## src/rtl/spi_pkg.sv

```systemverilog
// Shared SPI definitions used by both the SPI master and the SPI slave controllers.
package spi_pkg;

  typedef enum logic {
    StIdle,
    StActive
  } spi_state_e;

  localparam logic        SPI_CLOCK_IDLE = 1'b1;
  localparam int unsigned SPI_BYTE_BITS  = 8;
  localparam int unsigned SPI_MAX_BYTES  = 4;
  localparam int unsigned SPI_WORD_BITS  = SPI_BYTE_BITS * SPI_MAX_BYTES;

  // Byte counts above SPI_MAX_BYTES saturate.
  function automatic logic [2:0] clamp_bytes(input logic [2:0] n);
    return (n > 3'd4) ? 3'd4 : n;
  endfunction

  // Left-align an n-byte word so the first byte to send sits in [31:24].
  function automatic logic [SPI_WORD_BITS-1:0] tx_align(input logic [SPI_WORD_BITS-1:0] data,
                                                        input logic [2:0]               n);
    logic [5:0] sh;
    sh = {3'd4 - n, 3'b000};
    return data << sh;
  endfunction

endpackage

```

## src/rtl/spi_slave_ctrl_if.sv

```systemverilog
// Register/bus-side signals of the SPI slave: transmit load handshake and receive word.
interface spi_slave_ctrl_if;
  import spi_pkg::*;

  logic [SPI_WORD_BITS-1:0] tx_data;
  logic [2:0]               tx_bytes_valid;
  logic                     tx_load;
  logic                     tx_ready;
  logic [SPI_WORD_BITS-1:0] rx_data;
  logic [2:0]               rx_bytes_valid;
  logic                     rx_valid;
  logic                     busy;

  modport slave (
    input  tx_data, tx_bytes_valid, tx_load,
    output tx_ready, rx_data, rx_bytes_valid, rx_valid, busy
  );

  modport master (
    output tx_data, tx_bytes_valid, tx_load,
    input  tx_ready, rx_data, rx_bytes_valid, rx_valid, busy
  );

endinterface

```

## src/rtl/spi_input_sync.sv

```systemverilog
// Multi-flop synchronizer for one asynchronous pin, with rise/fall pulses on the synced value.
module spi_input_sync #(
  parameter int unsigned Stages = 2
) (
  input  logic clk_i,
  input  logic d_i,
  output logic q_o,
  output logic rise_o,
  output logic fall_o
);

  logic [Stages-1:0] sync_q;
  logic              prev_q;

  // No reset: the chain keeps tracking the pin through reset, so a pin that is
  // already low when reset releases does not produce a spurious edge.
  always_ff @(posedge clk_i) begin
    sync_q <= {sync_q[Stages-2:0], d_i};
    prev_q <= sync_q[Stages-1];
  end

  assign q_o    = sync_q[Stages-1];
  assign rise_o = q_o & ~prev_q;
  assign fall_o = ~q_o & prev_q;

endmodule

```

## src/rtl/spi_slave_ctrl.sv

```systemverilog
// SPI responder: samples MOSI on SCLK rise, shifts MISO on SCLK fall, all in the clk_i domain.
module spi_slave_ctrl
  import spi_pkg::*;
#(
  parameter int unsigned SYNC_STAGES = 2,
  parameter logic [7:0]  IDLE_FILL   = 8'hFF
) (
  input  logic             clk_i,
  input  logic             rstn_i,
  input  logic             spi_clk_i,
  input  logic             spi_cs_n_i,
  input  logic             spi_mosi_i,
  output logic             spi_miso_o,
  spi_slave_ctrl_if.slave  bus
);

  logic sclk_rise, sclk_fall, cs_rise, cs_fall, mosi;
  logic unused_sclk, unused_cs, unused_mosi_rise, unused_mosi_fall;

  spi_input_sync #(.Stages(SYNC_STAGES)) u_sync_sclk (
    .clk_i  (clk_i),
    .d_i    (spi_clk_i),
    .q_o    (unused_sclk),
    .rise_o (sclk_rise),
    .fall_o (sclk_fall)
  );

  spi_input_sync #(.Stages(SYNC_STAGES)) u_sync_cs (
    .clk_i  (clk_i),
    .d_i    (spi_cs_n_i),
    .q_o    (unused_cs),
    .rise_o (cs_rise),
    .fall_o (cs_fall)
  );

  spi_input_sync #(.Stages(SYNC_STAGES)) u_sync_mosi (
    .clk_i  (clk_i),
    .d_i    (spi_mosi_i),
    .q_o    (mosi),
    .rise_o (unused_mosi_rise),
    .fall_o (unused_mosi_fall)
  );

  spi_state_e               state_q;
  logic [SPI_WORD_BITS-1:0] hold_data_q;
  logic [2:0]               hold_cnt_q;
  logic [7:0]               cur_byte_q;
  logic [SPI_WORD_BITS-1:0] rest_q;
  logic [2:0]               left_q;
  logic [2:0]               tx_bit_q;
  logic                     miso_q;
  logic                     pending_q;
  logic [7:0]               rx_byte_q;
  logic [2:0]               rx_bit_q;
  logic [2:0]               rx_idx_q;
  logic [SPI_WORD_BITS-1:0] rx_acc_q;
  logic [SPI_WORD_BITS-1:0] rx_data_q;
  logic [2:0]               rx_bv_q;
  logic                     rx_valid_q;

  logic [SPI_WORD_BITS-1:0] eff_data, aligned, acc_next;
  logic [2:0]               eff_cnt;
  logic [7:0]               first_byte, next_byte, rx_byte_next;

  // A load in the same cycle as CS fall wins over the holding register.
  always_comb begin
    eff_data     = bus.tx_load ? bus.tx_data : hold_data_q;
    eff_cnt      = bus.tx_load ? clamp_bytes(bus.tx_bytes_valid) : hold_cnt_q;
    aligned      = tx_align(eff_data, eff_cnt);
    first_byte   = (eff_cnt != 3'd0) ? aligned[31:24] : IDLE_FILL;
    next_byte    = (left_q != 3'd0) ? rest_q[31:24] : IDLE_FILL;
    rx_byte_next = {rx_byte_q[6:0], mosi};
    acc_next     = rx_acc_q;
    acc_next[{rx_idx_q[1:0], 3'b000} +: 8] = rx_byte_next;
  end

  always_ff @(posedge clk_i) begin
    if (!rstn_i) begin
      state_q     <= StIdle;
      hold_data_q <= '0;
      hold_cnt_q  <= '0;
      cur_byte_q  <= '0;
      rest_q      <= '0;
      left_q      <= '0;
      tx_bit_q    <= '0;
      miso_q      <= 1'b1;
      pending_q   <= 1'b0;
      rx_byte_q   <= '0;
      rx_bit_q    <= '0;
      rx_idx_q    <= '0;
      rx_acc_q    <= '0;
      rx_data_q   <= '0;
      rx_bv_q     <= '0;
      rx_valid_q  <= 1'b0;
    end else begin
      rx_valid_q <= 1'b0;
      case (state_q)
        StIdle: begin
          if (bus.tx_load) begin
            hold_data_q <= bus.tx_data;
            hold_cnt_q  <= clamp_bytes(bus.tx_bytes_valid);
          end
          if (cs_fall) begin
            state_q    <= StActive;
            cur_byte_q <= first_byte;
            miso_q     <= first_byte[7];
            rest_q     <= aligned << 8;
            left_q     <= (eff_cnt != 3'd0) ? eff_cnt - 3'd1 : 3'd0;
            tx_bit_q   <= 3'd7;
            pending_q  <= 1'b0;
            rx_bit_q   <= '0;
            rx_idx_q   <= '0;
          end
        end
        StActive: begin
          if (cs_rise) begin
            // Partial byte is dropped; the loaded word counts as consumed.
            state_q    <= StIdle;
            hold_cnt_q <= '0;
            miso_q     <= 1'b1;
            if (rx_idx_q != 3'd0) begin
              rx_valid_q <= 1'b1;
              rx_data_q  <= rx_acc_q;
              rx_bv_q    <= rx_idx_q;
            end
          end else begin
            if (sclk_rise) begin
              rx_byte_q <= rx_byte_next;
              rx_bit_q  <= rx_bit_q + 3'd1;
              pending_q <= 1'b1;
              if (rx_bit_q == 3'd7) begin
                rx_acc_q <= acc_next;
                if (rx_idx_q == 3'd3) begin
                  rx_valid_q <= 1'b1;
                  rx_data_q  <= acc_next;
                  rx_bv_q    <= 3'd4;
                  rx_idx_q   <= '0;
                end else begin
                  rx_idx_q <= rx_idx_q + 3'd1;
                end
              end
            end
            // Falls without a preceding rise (first edge after CS fall) are ignored.
            if (sclk_fall && pending_q) begin
              pending_q <= 1'b0;
              if (tx_bit_q != 3'd0) begin
                tx_bit_q <= tx_bit_q - 3'd1;
                miso_q   <= cur_byte_q[tx_bit_q - 3'd1];
              end else begin
                tx_bit_q   <= 3'd7;
                cur_byte_q <= next_byte;
                miso_q     <= next_byte[7];
                if (left_q != 3'd0) begin
                  rest_q <= rest_q << 8;
                  left_q <= left_q - 3'd1;
                end
              end
            end
          end
        end
        default: state_q <= StIdle;
      endcase
    end
  end

  assign spi_miso_o         = miso_q;
  assign bus.busy           = (state_q == StActive);
  assign bus.tx_ready       = (state_q == StIdle);
  assign bus.rx_data        = rx_data_q;
  assign bus.rx_bytes_valid = rx_bv_q;
  assign bus.rx_valid       = rx_valid_q;

endmodule

```

## src/flat_wrapper.sv

```systemverilog
// flat-port wrapper written by rule: the top's interface ports become plain ports
module spi_slave_ctrl_flat import spi_pkg::*;
#(
  parameter int unsigned SYNC_STAGES = 2,
  parameter logic [7:0]  IDLE_FILL   = 8'hFF
)
  (clk_i, rstn_i, spi_clk_i, spi_cs_n_i, spi_mosi_i, spi_miso_o, bus_tx_data, bus_tx_bytes_valid, bus_tx_load, bus_tx_ready, bus_rx_data, bus_rx_bytes_valid, bus_rx_valid, bus_busy);
  spi_slave_ctrl_if bus_i ();
  input  logic clk_i;
  input  logic rstn_i;
  input  logic spi_clk_i;
  input  logic spi_cs_n_i;
  input  logic spi_mosi_i;
  output logic spi_miso_o;
  input wire logic [$bits(bus_i.tx_data)-1:0] bus_tx_data;
  input wire logic [$bits(bus_i.tx_bytes_valid)-1:0] bus_tx_bytes_valid;
  input wire logic [$bits(bus_i.tx_load)-1:0] bus_tx_load;
  output wire logic [$bits(bus_i.tx_ready)-1:0] bus_tx_ready;
  output wire logic [$bits(bus_i.rx_data)-1:0] bus_rx_data;
  output wire logic [$bits(bus_i.rx_bytes_valid)-1:0] bus_rx_bytes_valid;
  output wire logic [$bits(bus_i.rx_valid)-1:0] bus_rx_valid;
  output wire logic [$bits(bus_i.busy)-1:0] bus_busy;
  assign bus_i.tx_data = bus_tx_data;
  assign bus_i.tx_bytes_valid = bus_tx_bytes_valid;
  assign bus_i.tx_load = bus_tx_load;
  assign bus_tx_ready = bus_i.tx_ready;
  assign bus_rx_data = bus_i.rx_data;
  assign bus_rx_bytes_valid = bus_i.rx_bytes_valid;
  assign bus_rx_valid = bus_i.rx_valid;
  assign bus_busy = bus_i.busy;
  spi_slave_ctrl #(.SYNC_STAGES(SYNC_STAGES), .IDLE_FILL(IDLE_FILL)) u_core (.clk_i(clk_i), .rstn_i(rstn_i), .spi_clk_i(spi_clk_i), .spi_cs_n_i(spi_cs_n_i), .spi_mosi_i(spi_mosi_i), .spi_miso_o(spi_miso_o), .bus(bus_i));
endmodule
```

## config.mk

```make
export PLATFORM = sky130hd
export DESIGN_NAME = spi_slave_ctrl_flat
export DESIGN_NICKNAME = d
export VERILOG_FILES = /design/src/rtl/spi_pkg.sv /design/src/rtl/spi_slave_ctrl_if.sv /design/src/rtl/spi_input_sync.sv /design/src/rtl/spi_slave_ctrl.sv /design/src/flat_wrapper.sv
export SDC_FILE = /design/constraint.sdc
export NUM_CORES = 1
export LEC_CHECK = 0
export ABC_AREA = 1
export ABC_CLOCK_PERIOD_IN_PS = 2700
export CAP_MARGIN = 20
export CORE_AREA = 2 2 175 142
export CTS_BUF_LIST = sky130_fd_sc_hd__clkbuf_4 sky130_fd_sc_hd__clkbuf_8
export DETAILED_ROUTE_END_ITERATION = 8
export DIE_AREA = 0 0 177 144
export RECOVER_POWER = 25
export REMOVE_ABC_BUFFERS = 1
export SLEW_MARGIN = 15
export SYNTH_ARGS = -nofsm -noshare
export SYNTH_HDL_FRONTEND = slang
export SYNTH_SLANG_ARGS = --single-unit
```

## constraint.sdc

```tcl
create_clock -name clk_i -period 2.7 [get_ports clk_i]
set_input_delay 0.405 -clock clk_i [delete_from_list [all_inputs] [get_ports clk_i]]
set_output_delay 0.405 -clock clk_i [all_outputs]
set_load 0.02 [all_outputs]
```

# Yosys cells after proc, flatten, opt, wreduce, memory -nomap -nowiden
# Index checks and enable logic that the tools add are counted.
# classes
addsub	7
magnitude_cmp	2
eq_ne	13
shifts	3
mux	70
n_bitwise	10
n_reduce_logical	19
# ops
op	count
32-bit two-way mux	11
3-bit two-way mux	25
32-bit case mux with 2 select lines	1
8-bit two-way mux	6
32-bit bitwise mux	1
8-bit by 7-bit variable shift with 32-bit output, first input constant	1
8-bit by 7-bit indexed part select with 32-bit output	1
32-bit by 6-bit << shifter with 32-bit output	1
3-bit case mux with 2 select lines	5
1-bit two-way mux	16
8-bit case mux with 2 select lines	1
2-bit != test, second input constant	6
3-bit AND reduction	4
4-bit AND reduction	3
3-bit nonzero test	4
5-bit AND reduction	2
3-bit by 1-bit subtractor with 3-bit output, second input constant	3
5-bit negation with 7-bit output	1
3-bit by 1-bit adder with 3-bit output, second input constant	2
2-bit by 1-bit != test with 1-bit output, second input constant	3
3-bit by 2-bit != test with 1-bit output, second input constant	2
1-bit NOT	6
1-bit case mux with 2 select lines	3
2-bit nonzero test	3
9 further kinds	13
# totals
ff_bits	173
out_inout_bits	39
elab_cells	145

# Logic depth before layout (Yosys ltp)
# depth
depth_word	8
mapped_depth	14

# By module
# From an unflattened synthesis, not the netlist that was laid out.
# hier_totals
cells_unflattened	1145
hier_area_um2	8006.4
# modules_own_cells
module	instances	cells_per_inst	area_per_inst_um2	seq_area_each_um2
spi_slave_ctrl	1	1124	7781.2	3143.0
spi_input_sync	3	7	75.1	60.1

# Worst setup path after synthesis
# OpenSTA, ideal clock, no wires.
# synth_path
path_kind	input -> register
start	input bus_tx_load
end	register u_core.rest_q[11]
t_arrival_ps	1979
t_required_ps	2630
slack_ps	651
stages	13
path_buffers	4
path_cell_list	buf_6 > inv_4 > nand2_8 > nand2_8 > buf_6 > nor2_4 > ha_1 > buf_2 > nand2_2 > nor2_2 > buf_2 > nand3_1 > a21oi_1
# synth_between
elab_chain_cells	5
# synth_rtl
element	line	text
start: declaration	flat_wrapper.sv:17	input wire logic [$bits(bus_i.tx_load)-1:0] bus_tx_load;
3-bit two-way mux	spi_slave_ctrl.sv:68	eff_cnt = bus.tx_load ? clamp_bytes(bus.tx_bytes_valid) : hold_cnt_q;
3-bit subtractor	spi_pkg.sv:23	sh = {3'd4 - n, 3'b000};
32-bit by 6-bit << shifter with 32-bit output *	spi_pkg.sv:24	return data << sh;
32-bit two-way mux *	spi_slave_ctrl.sv:103	if (cs_fall) begin
32-bit case mux with 2 select lines *	spi_slave_ctrl.sv:97	case (state_q)
end signal: assignment	spi_slave_ctrl.sv:107	rest_q <= aligned << 8;
end signal: assignment	spi_slave_ctrl.sv:154	rest_q <= rest_q << 8;
end: declaration	spi_slave_ctrl.sv:48	logic [SPI_WORD_BITS-1:0] rest_q;
# Mark *: on every way between the ends. The rest lies on a longest branch, timed or not. The select of a mux whose other input is x is not followed.
# A chain may end at the register's enable or synchronous reset.

# Worst setup path after layout
# layout_path
start	register u_core.state_q (netlist: u_core.bus.busy)
end	register u_core.rest_q[24]
# layout_between
elab_chain_cells	3
# layout_rtl
element	line	text
start: declaration	spi_slave_ctrl.sv:44	spi_state_e state_q;
start signal: assignment	spi_slave_ctrl.sv:79	state_q <= StIdle;
start signal: assignment	spi_slave_ctrl.sv:104	state_q <= StActive;
start signal: assignment	spi_slave_ctrl.sv:118	state_q <= StIdle;
1-bit NOT	spi_slave_ctrl.sv:97	
2-bit by 1-bit != test with 1-bit output (no source line)	-	
5-bit AND reduction (no source line)	-	
# Parallel ways exist; a longest one is shown, timed or not.

==> flow_summary_export.csv <==
group,metric,value,unit
global_routing,met2_usage,24.92,%
sta,rsz0062_at_grt,"no",
pwr,switchingPower,1.722,mW
sta,skew,0.01453,ns
placed_design,portBuffers,79,
global_routing,grt_pass1_wl,36.44,mm
clock_network,cts_max_level,4,
routing,dr.pass1.iters,5,
placed_design,gp_congestion,0.8922,
sta,fin_crit_sh,83.56,%
critical_path,end_kind,"flop",
status,violations,"capacitance limit, slew limit",
hold_path,hp-class,"in2reg",
global_routing,antenna_found_initial,0,
routing,route.detailed.drc,0,
sta,relSlewSlack,-16.78,%
logic_synthesis,synth_compound_area_share,21.23,%
global_routing,grt_overflow,0,
pwr,power_frac_comb,17.8,%
routing,wire_per_inst,13.70,microns
logic_synthesis,syn_inst,1262,
critical_path,crit_type,"reg2reg",
pwr,p_leak,4.291,nW
global_routing,track_usage,17.94,%
critical_path,worstPathRequired,3.09,ns
clock_network,cts_buffer_depth,2,
die,initial_core_util,35.19,%
logic_synthesis,ys_seq_area_share,39.22,%
layout,fin_cells,1634,
logic_synthesis,synth_async_sr_flop_share,0,%
routing,vias,7947,
global_routing,met3_usage,3.654,%
die,core,0.02393,sq mm
logic_synthesis,yosys_register_bits,165,
critical_path,crit_arrival,2.64,ns
sta,tightest_slew,1.752,ns
clock_network,clk_pin_slew_worst_paths,0.10,ns
critical_path,worst_setup_path_start_kind,"flop",
pwr,power_density,565.8,mW/mm^2
placed_design,dp_cells,1602,
placed_design,dpl.hpwl,15.14,mm
sta,timing.final.ws_setup,0.4439,ns
job,cap_violations,1,
global_routing,met1_usage,27.82,%
sta,hold_viol,0,
sta,setup_tns,0,ns
placed_design,dpl_worst_slack,0.1962,ns
routing,dr.first_iter.drc_count,653,
pwr,finalPower,5.524,mW
logic_synthesis,synth_edf_count,0,
sta,setup_violations,0,
sta,slew_viol_final,45,
layout,nets,1357,
layout,diodes,0,
routing,avgViaCountPerCell,4.864,
critical_path,path_max_fanout,44,
layout,syn_to_final_growth,15.93,%
pwr,switching_share,31.16,%
global_routing,grt_max_degree,114,
clock_network,post_cts_buffers,0,
layout,fin_util,40.80,%
clock_network,cts-root-buf,"clkbuf_8",
logic_synthesis,synth_top_family_by_area,"simple AND/OR/NAND/NOR gates",
die,placementRows,51,
clock_network,clock_latency,0.47,ns
logic_synthesis,synth_cell_types,35,
die,die_x,177,microns
clock_network,cts_buffers,17,
logic_synthesis,yosys_warnings,0,
global_routing,grt_pass1_vias,6989,
logic_synthesis,synth_xor_area_share,0.1040,%
pwr,p_int,3.803,mW
status,outcome,"finished with violations",
layout,drive_gt1_share,6.079,%
routing,wl,22.39,mm
pwr,irDropWorstVdd,0.0002840,V
logic_synthesis,synth_top_flop_cell,"dfxtp_1",
die,dieArea,0.02549,sq mm
pwr,p_seq_share,47.8,%
logic_synthesis,syn_area,0.008422,sq mm
sta,fin_crit,2.256,ns
clock_network,cts_tree,"done",
global_routing,top_usage_layer,"met1",
clock_network,cts_resized,0,
die,io_pins,80,
logic_synthesis,syn_area_per_cell,6.673,sq um
clock_network,hold_buffers,0,
logic_synthesis,post_synth_fa_ha_maj_area_fraction,1.931,%
die,die_h,144,microns
routing,ant_nets,0,
sta,max_freq,443.2,MHz
logic_synthesis,synthSimpleGateAreaFrac,24.97,%
pwr,power_frac_clock,34.4,%
clock_network,numClockSinks,165,
logic_synthesis,synthMuxAreaShare,0,%
==> area by class of cell <==
cell class / instances / area [sq um]
tap: 318 / 397.9
multi-input combinational: 858 / 4053
fill: 2533 / 14170
clock buffer: 19 / 255.2
sequential: 165 / 3304
clock inverter: 13 / 163.9
inverter: 157 / 594.3
timing repair buffer: 104 / 994.7
==> per-stage QoR <==
stage               hold WS [ns]  area [sq um]
floorplan                 0.3096          7960
global placement          0.3140          9373
detailed placement        0.3220          9373
CTS                       0.2505          9792
global route              0.2726          9763
finish                    0.2713          9763
==> layout by cell type (no fill, tap or decap), types with 5 or more instances in the layout <==
cell type / netlist / layout
nand2_1: 280 / 283
dfxtp_1: 165 / 164
o21ai_0: 153 / 153
inv_1: 147 / 149
nor2_1: 125 / 125
a21oi_1: 120 / 120
clkdlybuf4s50_1: 0 / 74
nand3_1: 67 / 67
o21ai_1: 29 / 29
o22ai_1: 27 / 27
buf_4: 13 / 19
clkbuf_8: 0 / 18
ha_1: 13 / 13
o211ai_1: 9 / 9
nand4_1: 8 / 8
nand2_2: 6 / 5
==> kinds of logic (layout without fill, tap and decap cells) <==
| family | Yosys count | after routing |
|---|---|---|
| AO/OA/AOI/OAI | 343 | 343 |
| buffers and inverters | 239 | 293 |
| flip-flops | 165 | 165 |
| adder cells (fa/ha/maj) | 13 | 13 |
| XOR/XNOR | 1 | 1 |
| AND/OR/NAND/NOR | 501 | 501 |
==> flip-flops by register name (all words and copies together), names as in the netlist, 7 cells and up <==
register	count
u_core.rest_q	24
u_core.rx_byte_q	7
u_core.rx_acc_q	32
u_core.hold_data_q	32
u_core.cur_byte_q	8
u_core.bus.rx_data	32
==> power groups by stage <==
stage          Sequential, mW  Clock (mW)  Combinational (mW)
2_1_floorplan            2.70           0               0.581
3_3_place_gp             2.69           0               0.976
3_5_place_dp             2.69           0               0.980
4_1_cts                  2.64        1.96               0.985
5_1_grt                  2.65        2.06                1.11
6_report                 2.64        1.90               0.984
==> cell usage after synthesis, types with 3 or more instances <==
| library cell | instances | area share (%) |
|---|---|---|
| nand2_1 | 280 | 12 |
| dfxtp_1 | 165 | 39 |
| o21ai_0 | 153 | 9.1 |
| inv_1 | 147 | 6.6 |
| nor2_1 | 125 | 5.6 |
| a21oi_1 | 120 | 7.1 |
| nand3_1 | 67 | 4.0 |
| clkbuf_1 | 32 | 1.4 |
| o21ai_1 | 29 | 1.7 |
| o22ai_1 | 27 | 2.0 |
| buf_2 | 23 | 1.4 |
| buf_4 | 13 | 1.2 |
| ha_1 | 13 | 1.9 |
| buf_6 | 10 | 1.3 |
| o211ai_1 | 9 | 0.80 |
| nand4_1 | 8 | 0.59 |
| inv_2 | 7 | 0.31 |
| nand2_2 | 6 | 0.45 |
| buf_1 | 3 | 0.13 |
| nor2_2 | 3 | 0.22 |
| nor2_4 | 3 | 0.40 |
==> critical path, cell delays in order, from the launching register on <==
cell and delay (ns):
dfxtp_2 0.41, clkbuf_1 1.27, a21oi_1 0.24, a21oi_1 0.23
==> path summary, 6_finish.rpt <==
path,cells past startpoint,startpoint,end,slack [ns]
setup reg to reg,3,u_core.bus.busy,u_core.rest_q[24],0.44
hold reg to reg,0,u_core.u_sync_mosi.sync_q[0],u_core.u_sync_mosi.sync_q[1],0.34
setup / recovery,3,u_core.bus.busy,u_core.rest_q[24],0.44
hold / removal,3,rstn_i,u_core.bus.rx_bytes_valid[2],0.27
==> layer usage <==
metal  vias up  routed length, microns
li1       4143                       -
met1      3611                   11840
met2       177                    9054
met3        16                    1269
met4         0                     223
met5         -                       0
(Power assumes the default switching activity.)
